<file path="src/rtl/ram_arbiter.sv">
// rtl/ram_arbiter.sv - three-way round-robin arbiter for a single-port RAM with tagged read return (optional LOCK_EN)
module ram_arbiter #(
    parameter int ADDR_W  = 16,
    parameter int DATA_W  = 16,
    parameter int RAM_LAT = 1
) (
    input  logic              clka,
    input  logic              rst,
    input  logic              r0_req,
    input  logic              r0_we,
    input  logic [ADDR_W-1:0] r0_addr,
    input  logic [DATA_W-1:0] r0_wdata,
    input  logic              r0_lock,
    output logic              r0_gnt,
    output logic              r0_rvalid,
    input  logic              r1_req,
    input  logic              r1_we,
    input  logic [ADDR_W-1:0] r1_addr,
    input  logic [DATA_W-1:0] r1_wdata,
    input  logic              r1_lock,
    output logic              r1_gnt,
    output logic              r1_rvalid,
    input  logic              r2_req,
    input  logic              r2_we,
    input  logic [ADDR_W-1:0] r2_addr,
    input  logic [DATA_W-1:0] r2_wdata,
    input  logic              r2_lock,
    output logic              r2_gnt,
    output logic              r2_rvalid,
    output logic [DATA_W-1:0] rdata,
    output logic              ram_en,
    output logic              ram_we,
    output logic [ADDR_W-1:0] ram_addr,
    output logic [DATA_W-1:0] ram_wdata,
    input  logic [DATA_W-1:0] ram_rdata,
    output logic              busy
);

    typedef enum logic [1:0] {IDLE, ISSUE, LOCKED} state_t;

    state_t              state;
    state_t              state_nx;
    logic [1:0]          last;
    logic [2:0]          req_v;
    logic [2:0]          we_v;
    logic [2:0]          lock_v;
    logic [2:0]          elig;
    logic [2:0]          req_e;
    logic [1:0]          c0, c1, c2;
    logic [1:0]          win;
    logic                win_ok;
    logic                issue;
    logic                sel_we;
    logic [ADDR_W-1:0]   sel_addr;
    logic [DATA_W-1:0]   sel_wdata;
    logic [2:0]          gnt_q;
    logic [2:0]          rvalid_q;
    logic [RAM_LAT-1:0]  tag_v;
    logic [1:0]          tag_id [RAM_LAT];

    function automatic logic [1:0] rr_next(input logic [1:0] x);
        return (x == 2'd2) ? 2'd0 : x + 2'd1;
    endfunction

    function automatic logic [2:0] rr_onehot(input logic [1:0] x);
        return 3'b001 << x;
    endfunction

    assign req_v  = {r2_req, r1_req, r0_req};
    assign we_v   = {r2_we, r1_we, r0_we};
    assign lock_v = {r2_lock, r1_lock, r0_lock};

`ifdef LOCK_EN
    // While locked only the locker (always the last winner) may be granted.
    assign elig = (state == LOCKED) ? rr_onehot(last) : 3'b111;
`else
    logic unused_lock;
    assign elig        = 3'b111;
    assign unused_lock = ^{lock_v, state};
`endif

    assign req_e = req_v & elig;

    // Round-robin search starting just after the last winner.
    always_comb begin
        c0     = rr_next(last);
        c1     = rr_next(c0);
        c2     = rr_next(c1);
        win    = c0;
        win_ok = 1'b0;
        if (req_e[c0]) begin
            win    = c0;
            win_ok = 1'b1;
        end else if (req_e[c1]) begin
            win    = c1;
            win_ok = 1'b1;
        end else if (req_e[c2]) begin
            win    = c2;
            win_ok = 1'b1;
        end
    end

    // FSM state register.
    always_ff @(posedge clka or negedge rst) begin
        if (!rst) begin
            state <= IDLE;
        end else begin
            state <= state_nx;
        end
    end

    // FSM next state: a lock survives cycles where the locker stops requesting.
    always_comb begin
        state_nx = IDLE;
        if (win_ok) begin
            state_nx = ISSUE;
`ifdef LOCK_EN
            if (lock_v[win]) begin
                state_nx = LOCKED;
            end
`endif
        end
`ifdef LOCK_EN
        else if (state == LOCKED) begin
            state_nx = LOCKED;
        end
`endif
    end

    // FSM outputs: the command selected for issue on the coming edge.
    always_comb begin
        issue     = win_ok;
        sel_we    = 1'b0;
        sel_addr  = r0_addr;
        sel_wdata = r0_wdata;
        case (win)
            2'd1: begin
                sel_we    = we_v[1];
                sel_addr  = r1_addr;
                sel_wdata = r1_wdata;
            end
            2'd2: begin
                sel_we    = we_v[2];
                sel_addr  = r2_addr;
                sel_wdata = r2_wdata;
            end
            default: begin
                sel_we    = we_v[0];
                sel_addr  = r0_addr;
                sel_wdata = r0_wdata;
            end
        endcase
    end

    // Registered RAM command and grant; address/data hold when idle.
    always_ff @(posedge clka or negedge rst) begin
        if (!rst) begin
            gnt_q     <= 3'b000;
            ram_en    <= 1'b0;
            ram_we    <= 1'b0;
            ram_addr  <= '0;
            ram_wdata <= '0;
            last      <= 2'd2;
        end else begin
            gnt_q  <= issue ? rr_onehot(win) : 3'b000;
            ram_en <= issue;
            ram_we <= issue & sel_we;
            if (issue) begin
                ram_addr  <= sel_addr;
                ram_wdata <= sel_wdata;
                last      <= win;
            end
        end
    end

    // Read tags travel alongside the RAM access; the last stage launches rvalid.
    always_ff @(posedge clka or negedge rst) begin
        if (!rst) begin
            tag_v    <= '0;
            rvalid_q <= 3'b000;
            rdata    <= '0;
            for (int i = 0; i < RAM_LAT; i++) begin
                tag_id[i] <= 2'd0;
            end
        end else begin
            tag_v[0]  <= issue & ~sel_we;
            tag_id[0] <= win;
            for (int i = 1; i < RAM_LAT; i++) begin
                tag_v[i]  <= tag_v[i-1];
                tag_id[i] <= tag_id[i-1];
            end
            rvalid_q <= tag_v[RAM_LAT-1] ? rr_onehot(tag_id[RAM_LAT-1]) : 3'b000;
            if (tag_v[RAM_LAT-1]) begin
                rdata <= ram_rdata;
            end
        end
    end

    assign r0_gnt    = gnt_q[0];
    assign r1_gnt    = gnt_q[1];
    assign r2_gnt    = gnt_q[2];
    assign r0_rvalid = rvalid_q[0];
    assign r1_rvalid = rvalid_q[1];
    assign r2_rvalid = rvalid_q[2];
    assign busy      = |tag_v;

endmodule
</file>
<file path="config.mk">
export PLATFORM = sky130hd
export DESIGN_NAME = ram_arbiter
export DESIGN_NICKNAME = d
export VERILOG_FILES = /design/src/rtl/ram_arbiter.sv
export SDC_FILE = /design/constraint.sdc
export NUM_CORES = 1
export LEC_CHECK = 0
export BUFFER_PORTS_ARGS = -buffer_cell sky130_fd_sc_hd__buf_4
export CAP_MARGIN = 20
export CORE_UTILIZATION = 30
export CTS_BUF_LIST = sky130_fd_sc_hd__clkbuf_8
export DETAILED_ROUTE_END_ITERATION = 16
export GPL_TIMING_DRIVEN = 0
export PLACE_DENSITY = 0.72
export SLEW_MARGIN = 15
export SYNTH_ARGS = -nofsm -noshare
export SYNTH_HDL_FRONTEND = slang
export SYNTH_SLANG_ARGS = --single-unit
</file>
<file path="constraint.sdc">
create_clock -name clka -period 1.9 [get_ports clka]
set_input_delay 0 -clock clka [delete_from_list [all_inputs] [get_ports clka]]
set_output_delay 0 -clock clka [all_outputs]
set_load 0.05 [all_outputs]
</file>
==> run_results.csv, run 1 <==
group,metric,value,unit
placed_design,dp.cells,548,
logic_synthesis,synth_area,2790,sq um
placed_design,gp_congestion,0.772,
floorplan,io_pins,180,
outcome,error,"[ERROR RSZ-0060] Max buffer count reached.",
logic_synthesis,synthesis.nets,391,
logic_synthesis,synth_top_area_share,53.9,%
outcome,outcome.stop_stage,"4_1_cts",
logic_synthesis,synth_fa_ha_area_share,1.35,%
logic_synthesis,synth_warnings,0,
placed_design,portBuffers,175,
logic_synthesis,synth.area.top_cells,"dfrtp_1 54%, a221oi_1 10%, o21ai_0 7.9%",
logic_synthesis,synth_commonest_cells,"60 x dfrtp_1, 44 x o21ai_0, 34 x nand2_1",
logic_synthesis,yosysMostFrequentCell,"dfrtp_1",
floorplan,num_rows,34,
logic_synthesis,async_reset_ff_share,100,%
cts,clockRootBuffer,"clkbuf_8",
cts,h-tree-depth,3,
logic_synthesis,synth-simple-area-share,7.73,%
logic_synthesis,synth_top_family_by_area,"compound AO/OA/AOI/OAI gates",
cts,post_cts_resized,75,
floorplan,fp.dieW,98.4,um
cts,cts-buffers-inserted,9,
cts,holdBufCountCts,115,
placed_design,place_hpwl,6650,um
logic_synthesis,yosys-mux-area-fraction,6.47,%
floorplan,die_height,98.4,um
logic_synthesis,synthCells,265,
logic_synthesis,yosys.area.top_type,"dfrtp_1",
logic_synthesis,synth-edff-count,0,
cts,clockBufferDepth,2,
cts,post_cts_buffers,6,
logic_synthesis,synth_flop_cell,"dfrtp_1",
logic_synthesis,synth-xor-area-share,0,%
logic_synthesis,synth_seq_cells,61,
outcome,status,"aborted with a tool error",
logic_synthesis,synthDistinctLibCells,26,
logic_synthesis,avgSynthCellArea,10.5,sq um
logic_synthesis,synth_compound_area_share,24.8,%
logic_synthesis,synth_seq_area_share,54.9,%
cts,clkSinkCount,61,
floorplan,start_util,31.5,%
## metrics by stage
step	utilization, %	setup WS (ns)	hold slack (ns)	cell area [sq um]	TNS (ns)
detailed placement	48.1	-0.452	0.129	4250	-9.63
global placement	48.1	-0.384	0.116	4250	-7.98
floorplan	-	-0.000753	-0.296	2800	-0.0151
## cell families after synthesis
logic type,count (synthesis)
buffers and inverters,29
adder cells (fa/ha/maj),3
AND/OR/NAND/NOR,47
multiplexers,16
flip-flops,61
AO/OA/AOI/OAI,109
==> run 2, diff against run 1 <==
--- a/config.mk
+++ b/config.mk
@@ -7,11 +7,10 @@
 export LEC_CHECK = 0
 export BUFFER_PORTS_ARGS = -buffer_cell sky130_fd_sc_hd__buf_4
 export CAP_MARGIN = 20
-export CORE_UTILIZATION = 30
-export CTS_BUF_LIST = sky130_fd_sc_hd__clkbuf_8
+export CORE_UTILIZATION = 20
 export DETAILED_ROUTE_END_ITERATION = 16
 export GPL_TIMING_DRIVEN = 0
-export PLACE_DENSITY = 0.72
+export PLACE_DENSITY_LB_ADDON = 0.15
 export SLEW_MARGIN = 15
 export SYNTH_ARGS = -nofsm -noshare
 export SYNTH_HDL_FRONTEND = slang
==> constraint.sdc (replaced) <==
create_clock -name clka -period 2.5 [get_ports clka]
set_input_delay 0 -clock clka [delete_from_list [all_inputs] [get_ports clka]]
set_output_delay 0 -clock clka [all_outputs]
set_load 0.05 [all_outputs]
==> run 2 against run 1 <==
Compared with the run above:
- the run now ends clean
- synthesized cell count unchanged
- area after synthesis unchanged
==> run_results.csv, run 2 <==
group,metric,value,unit
outcome,status,"finished clean",
logic_synthesis,synthDistinctLibCells,26,
routing,wl_met3,777,um
placed_design,dp.cells,616,
grt,grt_pass1_vias,3391,
critical_path,critPathTopFamily,"buffers and inverters",
timing,fin_crit_sh,93.1,%
pwr,combPwrFrac,50.7,%
cts,clockBufferDepth,2,
placed_design,place_hpwl,7110,um
pwr,power_frac_seq,26.0,%
routing,ant_nets,0,
timing,fin_crit,2.33,ns
routing,drt-total-wl,11200,um
finish,fillers,1310,
pwr,p_int,3300,uW
timing,tightest_slew,0.796,ns
cts,cts_tree,"done",
floorplan,num_rows,42,
logic_synthesis,synth.area.top_cells,"dfrtp_1 54%, a221oi_1 10%, o21ai_0 7.9%",
grt,grt_max_degree,62,
pwr,swShare,43.6,%
finish,drive_above_1_share,40.6,%
pwr,leakage,0.00264,uW
critical_path,cp_num_buf_inv,3,
finish,syn_to_final_growth,107,%
critical_path,path_max_fanout,10,
worst_hold_path,hp-class,"input pin to register",
pwr,ir_drop,0.000391,V
critical_path,rrSetupSlack,0.17,ns
logic_synthesis,synthCells,265,
logic_synthesis,avgSynthCellArea,10.5,sq um
pwr,power_frac_clock,23.3,%
logic_synthesis,synth_seq_cells,61,
finish,diodes,0,
logic_synthesis,synth_seq_area_share,54.9,%
finish,final_common_cell,"buf_4",
critical_path,cpPeakStageDelay,0.51,ns
grt,grt_util_all_layers,15.8,%
timing,setup_viol,0,
timing,relSlewSlack,46.9,%
cts,cts-buffers-inserted,9,
timing,fin_skew,0.00512,ns
logic_synthesis,synth_commonest_cells,"60 x dfrtp_1, 44 x o21ai_0, 34 x nand2_1",
logic_synthesis,synth_flop_cell,"dfrtp_1",
placed_design,portBuffers,175,
critical_path,cpMaxStageDelayCell,"dfstp_2",
logic_synthesis,synth_top_area_share,53.9,%
critical_path,worstPathArrival,2.58,ns
floorplan,die_height,120,um
cts,worstSkewPairLatency,0.33,ns
finish,final_cells,742,
routing,firstDrtPassIters,5,
placed_design,gp_congestion,0.691,
pwr,power.density,1010,nW/um^2
finish,multi_input_area,1140,sq um
finish,seqCellArea,1530,sq um
logic_synthesis,synth-edff-count,0,
floorplan,io_pins,180,
routing,via_per_inst,4.35,
routing,first_iter_violations,86,
timing,grt_setup_unrepaired,"yes",
grt,grt_pass1_wl,17100,um
finish,nNetsFinal,687,
timing,max_freq,430,MHz
finish,mostFrequentLayoutCells,"175 x buf_4, 110 x dlygate4sd3_1, 60 x dfrtp_1, 44 x o21ai_0, 34 x nand2_1",
logic_synthesis,synth_area,2790,sq um
critical_path,startpoint_type,"register",
timing,slew_viol_final,0,
routing,post_drt_wl_per_cell,15.0,um
logic_synthesis,yosysMostFrequentCell,"dfrtp_1",
routing,dr_wl_met2,5460,um
timing,finalHoldViolCount,0,
cts,h-tree-depth,3,
routing,dr_total_vias,3224,
cts,clk_pin_slew_worst_paths,0.05,ns
cts,clockRootBuffer,"clkbuf_16",
floorplan,die_area,14400,sq um
routing,top_layer_used,"met4",
cts,clkSinkCount,61,
floorplan,start_util,20.8,%
critical_path,crit_type,"register to register",
finish,reg_top3,"ram_addr (16), ram_wdata (16), rdata (16)",
logic_synthesis,yosys.area.top_type,"dfrtp_1",
grt,overflow,0,
critical_path,crit_chain,"clkbuf_2 -> nand2b_1 -> a32o_1 -> ha_1 -> buf_2 -> clkbuf_1 -> a221oi_1 -> o21ai_0",
run,maxCapViolCount,0,
pwr,p_switching,2550,uW
grt,antenna_found_initial,0,
logic_synthesis,synthesis.nets,391,
routing,post-route-drc-count,0,
critical_path,end_kind,"register",
logic_synthesis,async_reset_ff_share,100,%
logic_synthesis,synth_warnings,0,
pwr,power,5850,uW
floorplan,fp.dieW,120,um
critical_path,required,2.75,ns
routing,met1_length,4610,um
floorplan,core,13400,sq um
[run 2: cell counts after synthesis]
Identical to the previous run, type by type.
[run 2: power groups by stage]
stage	clock network, uW	registers [uW]	logic, uW
after floorplan	0	2730	637
after global placement	0	1520	2820
after detailed placement	0	1530	2820
after CTS	1400	1530	2970
after global routing	1430	1570	3130
final	1360	1520	2970
[run 2: through the flow]
stage	setup slack, ns	instance area [sq um]	util, %	hold WS (ns)	setup TNS (ns)
6_report	0.172	5770	43.1	0.00628	0
5_1_grt	-0.0207	5770	43.1	0.0354	-0.0257
4_1_cts	0.0950	5750	42.9	0.00140	0
3_5_place_dp	-0.171	4320	32.2	0.155	-3.20
3_3_place_gp	-0.138	4320	32.2	0.154	-1.86
2_1_floorplan	0.438	2790	-	-0.296	0
[run 2: layout make-up]
cell class / instances / share of cell area [%]
flip-flops and latches: 61 / 26.5
repair buffers: 285 / 41.8
clock inverters: 4 / 1.21
well taps: 176 / 3.81
clock buffers: 12 / 4.44
inverters: 5 / 0.325
plain buffers: 24 / 2.17
multi-input cells: 175 / 19.8
[run 2: repair_timing]
item | CTS | global route
buffers inserted | 0 | 0
hold endpoints to repair | 109 | 0
hold buffers | 110 | 0
gates resized for setup | 5 | 8
setup endpoints to repair | 30 | 15
pin swaps | 0 | 1
[run 2: final timing paths]
kind	depth (start not counted)	startpoint	to
max in group asynchronous	2	rst	ram_addr[0]
max reg2reg	8	last[1]	ram_addr[6]
min reg2reg	1	tag_id[1]	rvalid_q[0]
min in group asynchronous	2	rst	rvalid_q[0]
min	3	r0_wdata[4]	ram_wdata[4]
max	8	last[1]	ram_addr[6]
[run 2: routing by layer]
layer	track usage, %	up-vias
met1	18.0	1481
met3	4.13	23
met2	27.2	145
li1	-	1575
met4	7.81	0
met5	0	-
[run 2: worst reg2reg max path, cell delays in order, from the launching register on]
cell and delay (ns):
dfstp_2 0.51, clkbuf_2 0.17, nand2b_1 0.16, a32o_1 0.25
ha_1 0.16, buf_2 0.20, clkbuf_1 0.46, a221oi_1 0.16
o21ai_0 0.18
[run 2: cells by family after synthesis]
kind of cell,after synthesis,synth area share [%]
compound gates,109,24.8
fa+ha+maj,3,1.35
buf+inv,29,4.85
flops,61,54.9
mux,16,6.47
simple gates,47,7.73
(Power assumes the default switching activity.)
